<file path="config.mk">
export PLATFORM = sky130hd
export DESIGN_NAME = lc3b_mem_arbiter
export DESIGN_NICKNAME = d
export VERILOG_FILES = /design/src/rtl/lc3b_mem_arbiter.sv
export SDC_FILE = /design/constraint.sdc
export NUM_CORES = 1
export LEC_CHECK = 0
export BUFFER_PORTS_ARGS = -buffer_cell sky130_fd_sc_hd__buf_2
export CAP_MARGIN = 20
export CORE_ASPECT_RATIO = 1.5
export CORE_MARGIN = 1
export CORE_UTILIZATION = 28
export DETAILED_ROUTE_END_ITERATION = 12
export PLACE_DENSITY = 0.6
export SETUP_SLACK_MARGIN = 0.1
export SLEW_MARGIN = 10
export SYNTH_ARGS = -nofsm -noshare
export SYNTH_HDL_FRONTEND = slang
export SYNTH_SLANG_ARGS = --single-unit
</file>
<file path="constraint.sdc">
create_clock -name clk -period 4.23 [get_ports clk]
set_clock_uncertainty 0.1 [all_clocks]
set_input_delay 0.423 -clock clk [delete_from_list [all_inputs] [get_ports clk]]
set_output_delay 0.423 -clock clk [all_outputs]
set_load 0.02 [all_outputs]
</file>
<file path="src/rtl/lc3b_mem_arbiter.sv">
// lc3b_mem_arbiter: shares the single-ported unified LC-3b RAM between the
// fetch stage (instruction reads) and the memory stage (data reads/writes).
// One requester is granted at a time. The RAM is driven from captured copies
// of the grantee's request for MEM_LAT cycles, then a one-cycle ready pulse
// (if_r / mem_r) is returned.
//
// Build option: define LC3B_MEM_ARB_RR_EN to alternate grants on contention
// (round-robin). Without it, MEM always wins over IF on contention.
//
// state  | meaning
// -------+--------------------------------------------------------------
// IDLE   | no transaction; requests are sampled and one is granted
// ACCESS | RAM enabled from captured regs for MEM_LAT cycles
// DONE   | one-cycle ready pulse to the grantee; no new grant this cycle
module lc3b_mem_arbiter #(
    parameter int ADDR_W  = 16,
    parameter int DATA_W  = 16,
    parameter int MEM_LAT = 4
) (
    input  logic              clk,
    input  logic              rst,
    input  logic              if_req,
    input  logic [ADDR_W-1:0] if_addr,
    output logic [DATA_W-1:0] if_rdata,
    output logic              if_r,
    input  logic              mem_req,
    input  logic [ADDR_W-1:0] mem_addr,
    input  logic              mem_we_lo,
    input  logic              mem_we_hi,
    input  logic [DATA_W-1:0] mem_wdata,
    output logic [DATA_W-1:0] mem_rdata,
    output logic              mem_r,
    output logic              ram_en,
    output logic [ADDR_W-1:0] ram_addr,
    output logic              ram_we_lo,
    output logic              ram_we_hi,
    output logic [DATA_W-1:0] ram_wdata,
    input  logic [DATA_W-1:0] ram_rdata,
    output logic              busy
);

    localparam int CNT_W = $clog2(MEM_LAT + 1);
    localparam logic [CNT_W-1:0] CNT_LOAD = CNT_W'(MEM_LAT - 1);
    localparam logic [CNT_W-1:0] CNT_ONE  = CNT_W'(1);

    typedef enum logic [1:0] {
        S_IDLE   = 2'd0,
        S_ACCESS = 2'd1,
        S_DONE   = 2'd2
    } state_t;

    state_t            state;
    state_t            state_nxt;
    logic [CNT_W-1:0]  cnt;
    logic              grant_mem;     // 1: current grantee is MEM, 0: IF
    logic [ADDR_W-1:0] cap_addr;
    logic              cap_we_lo;
    logic              cap_we_hi;
    logic [DATA_W-1:0] cap_wdata;
    logic              do_grant;
    logic              pick_mem;
    logic              do_latch;
    logic              prio_mem;      // who wins when both request

`ifdef LC3B_MEM_ARB_RR_EN
    logic last_grant_mem;

    // Remember the most recent grantee so contention alternates; reset = IF,
    // which makes the first contention after reset go to MEM.
    always_ff @(posedge clk or posedge rst) begin
        if (rst) begin
            last_grant_mem <= 1'b0;
        end else if (do_grant) begin
            last_grant_mem <= pick_mem;
        end
    end

    assign prio_mem = ~last_grant_mem;
`else
    assign prio_mem = 1'b1;
`endif

    // State register.
    always_ff @(posedge clk or posedge rst) begin
        if (rst) begin
            state <= S_IDLE;
        end else begin
            state <= state_nxt;
        end
    end

    // Next-state, arbitration decision and status/handshake outputs.
    always_comb begin
        state_nxt = state;
        do_grant  = 1'b0;
        pick_mem  = 1'b0;
        do_latch  = 1'b0;
        ram_en    = 1'b0;
        if_r      = 1'b0;
        mem_r     = 1'b0;
        busy      = 1'b1;
        case (state)
            S_IDLE: begin
                busy = 1'b0;
                if (if_req || mem_req) begin
                    do_grant  = 1'b1;
                    pick_mem  = mem_req && (!if_req || prio_mem);
                    state_nxt = S_ACCESS;
                end
            end
            S_ACCESS: begin
                ram_en = 1'b1;
                if (cnt == '0) begin
                    do_latch  = 1'b1;
                    state_nxt = S_DONE;
                end
            end
            S_DONE: begin
                if_r      = ~grant_mem;
                mem_r     = grant_mem;
                state_nxt = S_IDLE;
            end
            default: begin
                state_nxt = S_IDLE;
            end
        endcase
    end

    // Capture the grantee's request, run the access timer, latch read data.
    always_ff @(posedge clk or posedge rst) begin
        if (rst) begin
            cnt       <= '0;
            grant_mem <= 1'b0;
            cap_addr  <= '0;
            cap_we_lo <= 1'b0;
            cap_we_hi <= 1'b0;
            cap_wdata <= '0;
            if_rdata  <= '0;
            mem_rdata <= '0;
        end else begin
            if (do_grant) begin
                cnt       <= CNT_LOAD;
                grant_mem <= pick_mem;
                cap_addr  <= pick_mem ? mem_addr : if_addr;
                // Fetches are always reads regardless of the MEM write strobes.
                cap_we_lo <= pick_mem & mem_we_lo;
                cap_we_hi <= pick_mem & mem_we_hi;
                cap_wdata <= pick_mem ? mem_wdata : '0;
            end else if (state == S_ACCESS && cnt != '0) begin
                cnt <= cnt - CNT_ONE;
            end
            if (do_latch && !cap_we_lo && !cap_we_hi) begin
                if (grant_mem) begin
                    mem_rdata <= ram_rdata;
                end else begin
                    if_rdata <= ram_rdata;
                end
            end
        end
    end

    // RAM side is driven purely from the captured copy; strobes only in ACCESS.
    assign ram_addr  = cap_addr;
    assign ram_wdata = cap_wdata;
    assign ram_we_lo = ram_en & cap_we_lo;
    assign ram_we_hi = ram_en & cap_we_hi;

endmodule

</file>
== Word level (Yosys, flattened, before mapping) ==
Cells that the tools add are included.
Operators by class
  muxes and demuxes: 17
  add/sub/neg operators: 1
  bitwise logic cells: 5
  equal/unequal tests: 4
  reduce and logical (&&, ||, !) cells: 13
Operators with widths (count)
  16-bit 2-to-1 mux: 2
  1-bit 2-to-1 mux: 10
  3-bit 2-to-1 mux: 2
  2-bit AND reduction: 3
  1-bit AND: 4
  2-bit 2-to-1 mux: 2
  2-bit inequality test (second input constant): 2
  2-bit case mux with 2 select lines: 1
  1-bit logical AND: 3
  3-bit logical NOT: 1
  3-bit nonzero test: 1
  3-bit by 1-bit subtractor with 3-bit output (second input constant): 1
  2-bit by 1-bit equality test with 1-bit output (second input constant): 1
  2-bit equality test (second input constant): 1
  1-bit logical NOT: 2
  2-bit logical NOT: 1
  2-bit nonzero test: 1
  1-bit logical OR: 1
  1-bit inverter: 1
Word-level totals
  bits of input ports: 70
  logic and storage cells: 49
  bits in registers: 72
  output and inout port bits: 70

== Longest topological paths before layout ==
  word-level depth: 6
  depth in mapped cells: 7
  depth with buffers taken out: 5

== Least setup slack after synthesis ==
Ideal clock, no wire load.
  path kind: register -> register
  start: reg cnt[0]
  end: reg if_rdata[10]
  stages on the path, launching flop included: 8
  setup slack: 2.437 ns
  arrival time: 1.568 ns
  path buffers: 2
  cell sequence: dfrtp_1 > inv_1 > ha_1 > and4bb_4 > and3b_1 > buf_6 > buf_12 > mux2_4
Between the ends
  longest elaborated chain between the ends: 6
RTL lines
  start: declaration: RTL line 54  | logic [CNT_W-1:0] cnt;
  start signal: assignment: RTL line 150  | cnt <= cnt - CNT_ONE;
  3-bit logical NOT: RTL line 113  | if (cnt == '0) begin
  1-bit 2-to-1 mux: RTL line 113
  1-bit 2-to-1 mux: RTL line 102  | case (state)
  1-bit logical AND (2 in series): RTL line 152  | if (do_latch && !cap_we_lo && !cap_we_hi) begin
  2-bit AND reduction (no line)
  end signal: assignment: RTL line 156  | if_rdata <= ram_rdata;
  end: declaration: RTL line 24  | output logic [DATA_W-1:0] if_rdata,
No other way between the ends.
A chain may end at the register's enable or synchronous reset.

== Worst setup path in the final report ==
  start: reg state[0]
  end: out busy
Between the ends
  longest elaborated chain between the ends: 2
RTL lines
  start: declaration: RTL line 52  | state_t state;
  start signal: assignment: RTL line 88  | state <= state_nxt;
  2-bit logical NOT: RTL line 102
  1-bit 2-to-1 mux: RTL line 102
  end: declaration: RTL line 39  | output logic busy
No other way between the ends.

==> reports/results.txt <==
status = finished, final reports clean
CTS tree = yes
most frequent cells in the layout = 139 x buf_2, 72 x dfrtp_1, 22 x mux2_2
Area Growth Syn to Fin = 37.4%
die width = 87.3 um
fraction of registers with async set/reset = 100%
CP endpoint kind = primary output
row count = 46
port bufs = 139
Max Slew Vio Count = 0
post-route setup TNS = 0 ns
diode count = 0
hold slack = 0.00135 ns
core footprint = 10600 um2
worst path arrival time = 1.86 ns
H-Tree Level Count = 3
share of cells above drive strength 1 = 53.5%
vias in the first global route = 2357
final hold vios = 0
initial DRC count = 50
clk slew on worst S/H paths = 0.06 ns
first-pass GRT wire length = 11700 um
synthesized-area fraction occupied by adder cells = 0.820%
# fillers = 1096
RSZ-0062 raised after global routing = no
via count = 2386
worst skew pair latency = 0.32 ns
period utilization = 56.3%
worst vdd ir = 303 uV
Initial Util = 28.8%
LEAKAGE = 2.09 nW
pre-CTS WS = 1.84 ns
ys flop type = dfrtp_1
Synth Instances = 223
clock tree buffer depth = 2
main combinational cell family by area after synthesis = compound AO/OA/AOI/OAI gates
mux share of post-synthesis cell area = 13.0%
global route overflow = 0
number of buffers created by CTS = 9
Clock Sinks = 72
critical path type = reg2out
Synth Area in Compound Gates = 15.4%
dpl hpwl = 5230 um
Hold Path Class = in2async
DR WL/cell = 14.3 um
Post-synth EDFFs = 0
Pre-antenna DRT Iters = 4
nets@finish = 435
CTS root buf = clkbuf_16
total wire length = 7300 um
worst-path maximum fanout = 17
DRC viols = 0
total track usage = 13.7%
Syn Area/Cell = 13.7 um2
die height = 130 um
Min Clock Period, post-route = 2.38 ns
pin count of the biggest net entering global routing = 47
Max-Cap Viols = 0
CP required = 3.71 ns
XOR/XNOR share of the synthesized area = 0%
initial antenna violation count = 0
Post-CTS Setup Bufs = 0
multi-input logic area = 1150 um2
Relative slew margins = 35.5%
remaining antenna violation count = 0
syn nets = 295
post-layout worst setup margin = 1.85 ns
simple-gate share of the synthesized area = 8.16%
Vias/cell = 4.66
pwr/cell area = 812 nW/um2
Post-Synthesis Cell Area = 3050 um2
register area share after synthesis = 59.0%
post-CTS sizing = 0
Final GP Congestion = 0.679
flops & latches, synth = 72
Fmax achieved = 0.420 GHz
Synth warnings = 0
area of the die = 11300 um2
worst slew pin tran = 0.967 ns
crit start category = register
commonest non-fill, non-tap cell in the layout = buf_2
Top Ports = 140
final setup vio count = 0
FF+latch area = 1800 um2
Synth cell types = 35
Hold Buf Count CTS = 0
area by class of cell:
class / instances / share of cell area [%]
clock buffer: 11 / 6.03
clock inverter: 5 / 1.31
inverter: 5 / 0.477
multi-input combinational: 132 / 27.4
sequential: 72 / 43.0
tap: 144 / 4.30
timing repair buffer: 143 / 17.5
sequential cells by signal, indices dropped and copies added (netlist names):
signal,count
cap_we_hi,1
cap_we_lo,1
cnt,3
grant_mem,1
if_rdata,16
mem_rdata,16
ram_addr,16
ram_wdata,16
state,2
cell families after synthesis:
| logic type | after synthesis |
|---|---|
| AOI/OAI and AO/OA | 66 |
| and+or+nand+nor | 32 |
| adders and majority gates | 2 |
| DFF | 72 |
| buffers and inverters | 19 |
| muxes | 32 |
through the flow:
stage | util (%) | std cells | total power, mW | cell area (um2)
after floorplan | - | 223 | 2.18 | 3050
after global placement | 36.6 | 495 | 2.64 | 3870
after detailed placement | 36.6 | 495 | 2.68 | 3870
after CTS | 39.5 | 511 | 3.46 | 4180
after global routing | 39.6 | 512 | 3.66 | 4190
final | 39.6 | 512 | 3.40 | 4190
worst max-delay path, stage by stage, from the launching register on:
cell	delay (ns)
dfrtp_1	0.44
nor2_1	0.12
buf_4	0.19
clkinv_1	0.44
buf_2	0.34
final timing paths:
kind	to	slack, ns	startpoint	depth (start not counted)
hold / removal	if_rdata[5]	0.001	rst	2
max in group asynchronous	if_rdata[8]	3.08	rst	3
setup / recovery	busy	1.85	state[0]	4
min in group clk	cap_we_hi	0.21	mem_we_hi	2
setup reg to reg	if_rdata[1]	1.88	cnt[0]	5
hold reg to reg	ram_addr[7]	0.38	ram_addr[7]	1
power by group:
part / internal [mW] / total [mW] / switching, mW
Sequential: 1.02 / 1.20 / 0.185
Clock: 0.486 / 0.755 / 0.269
Combinational: 0.615 / 1.45 / 0.833
Total: 2.12 / 3.40 / 1.29
Yosys cell counts, types with 2 or more instances:
cell       number  share of area, %
a21oi_1         8               1.3
a22o_1         18               5.2
a22oi_1         8               2.0
a31oi_1         8               1.6
and2_1          2              0.41
and3b_1         9               2.6
buf_2           3              0.49
buf_6           2              0.74
clkbuf_1        7              0.86
dfrtp_1        72                59
ha_1            2              0.82
inv_1           4              0.49
mux2_2         22               8.1
mux2_4         10               4.9
nor2_1          2              0.25
nor2b_1         9               1.8
o21ai_0        12               2.0
o2bb2ai_1       8               2.3
metal layers:
metal	global-route usage (%)	vias up	routed length, um
li1	-	1114	-
met1	16.0	1173	3030
met2	23.5	94	3740
met3	4.05	5	449
met4	5.50	0	84
met5	0	-	0
Note: power is estimated with default switching activity, not from simulation.
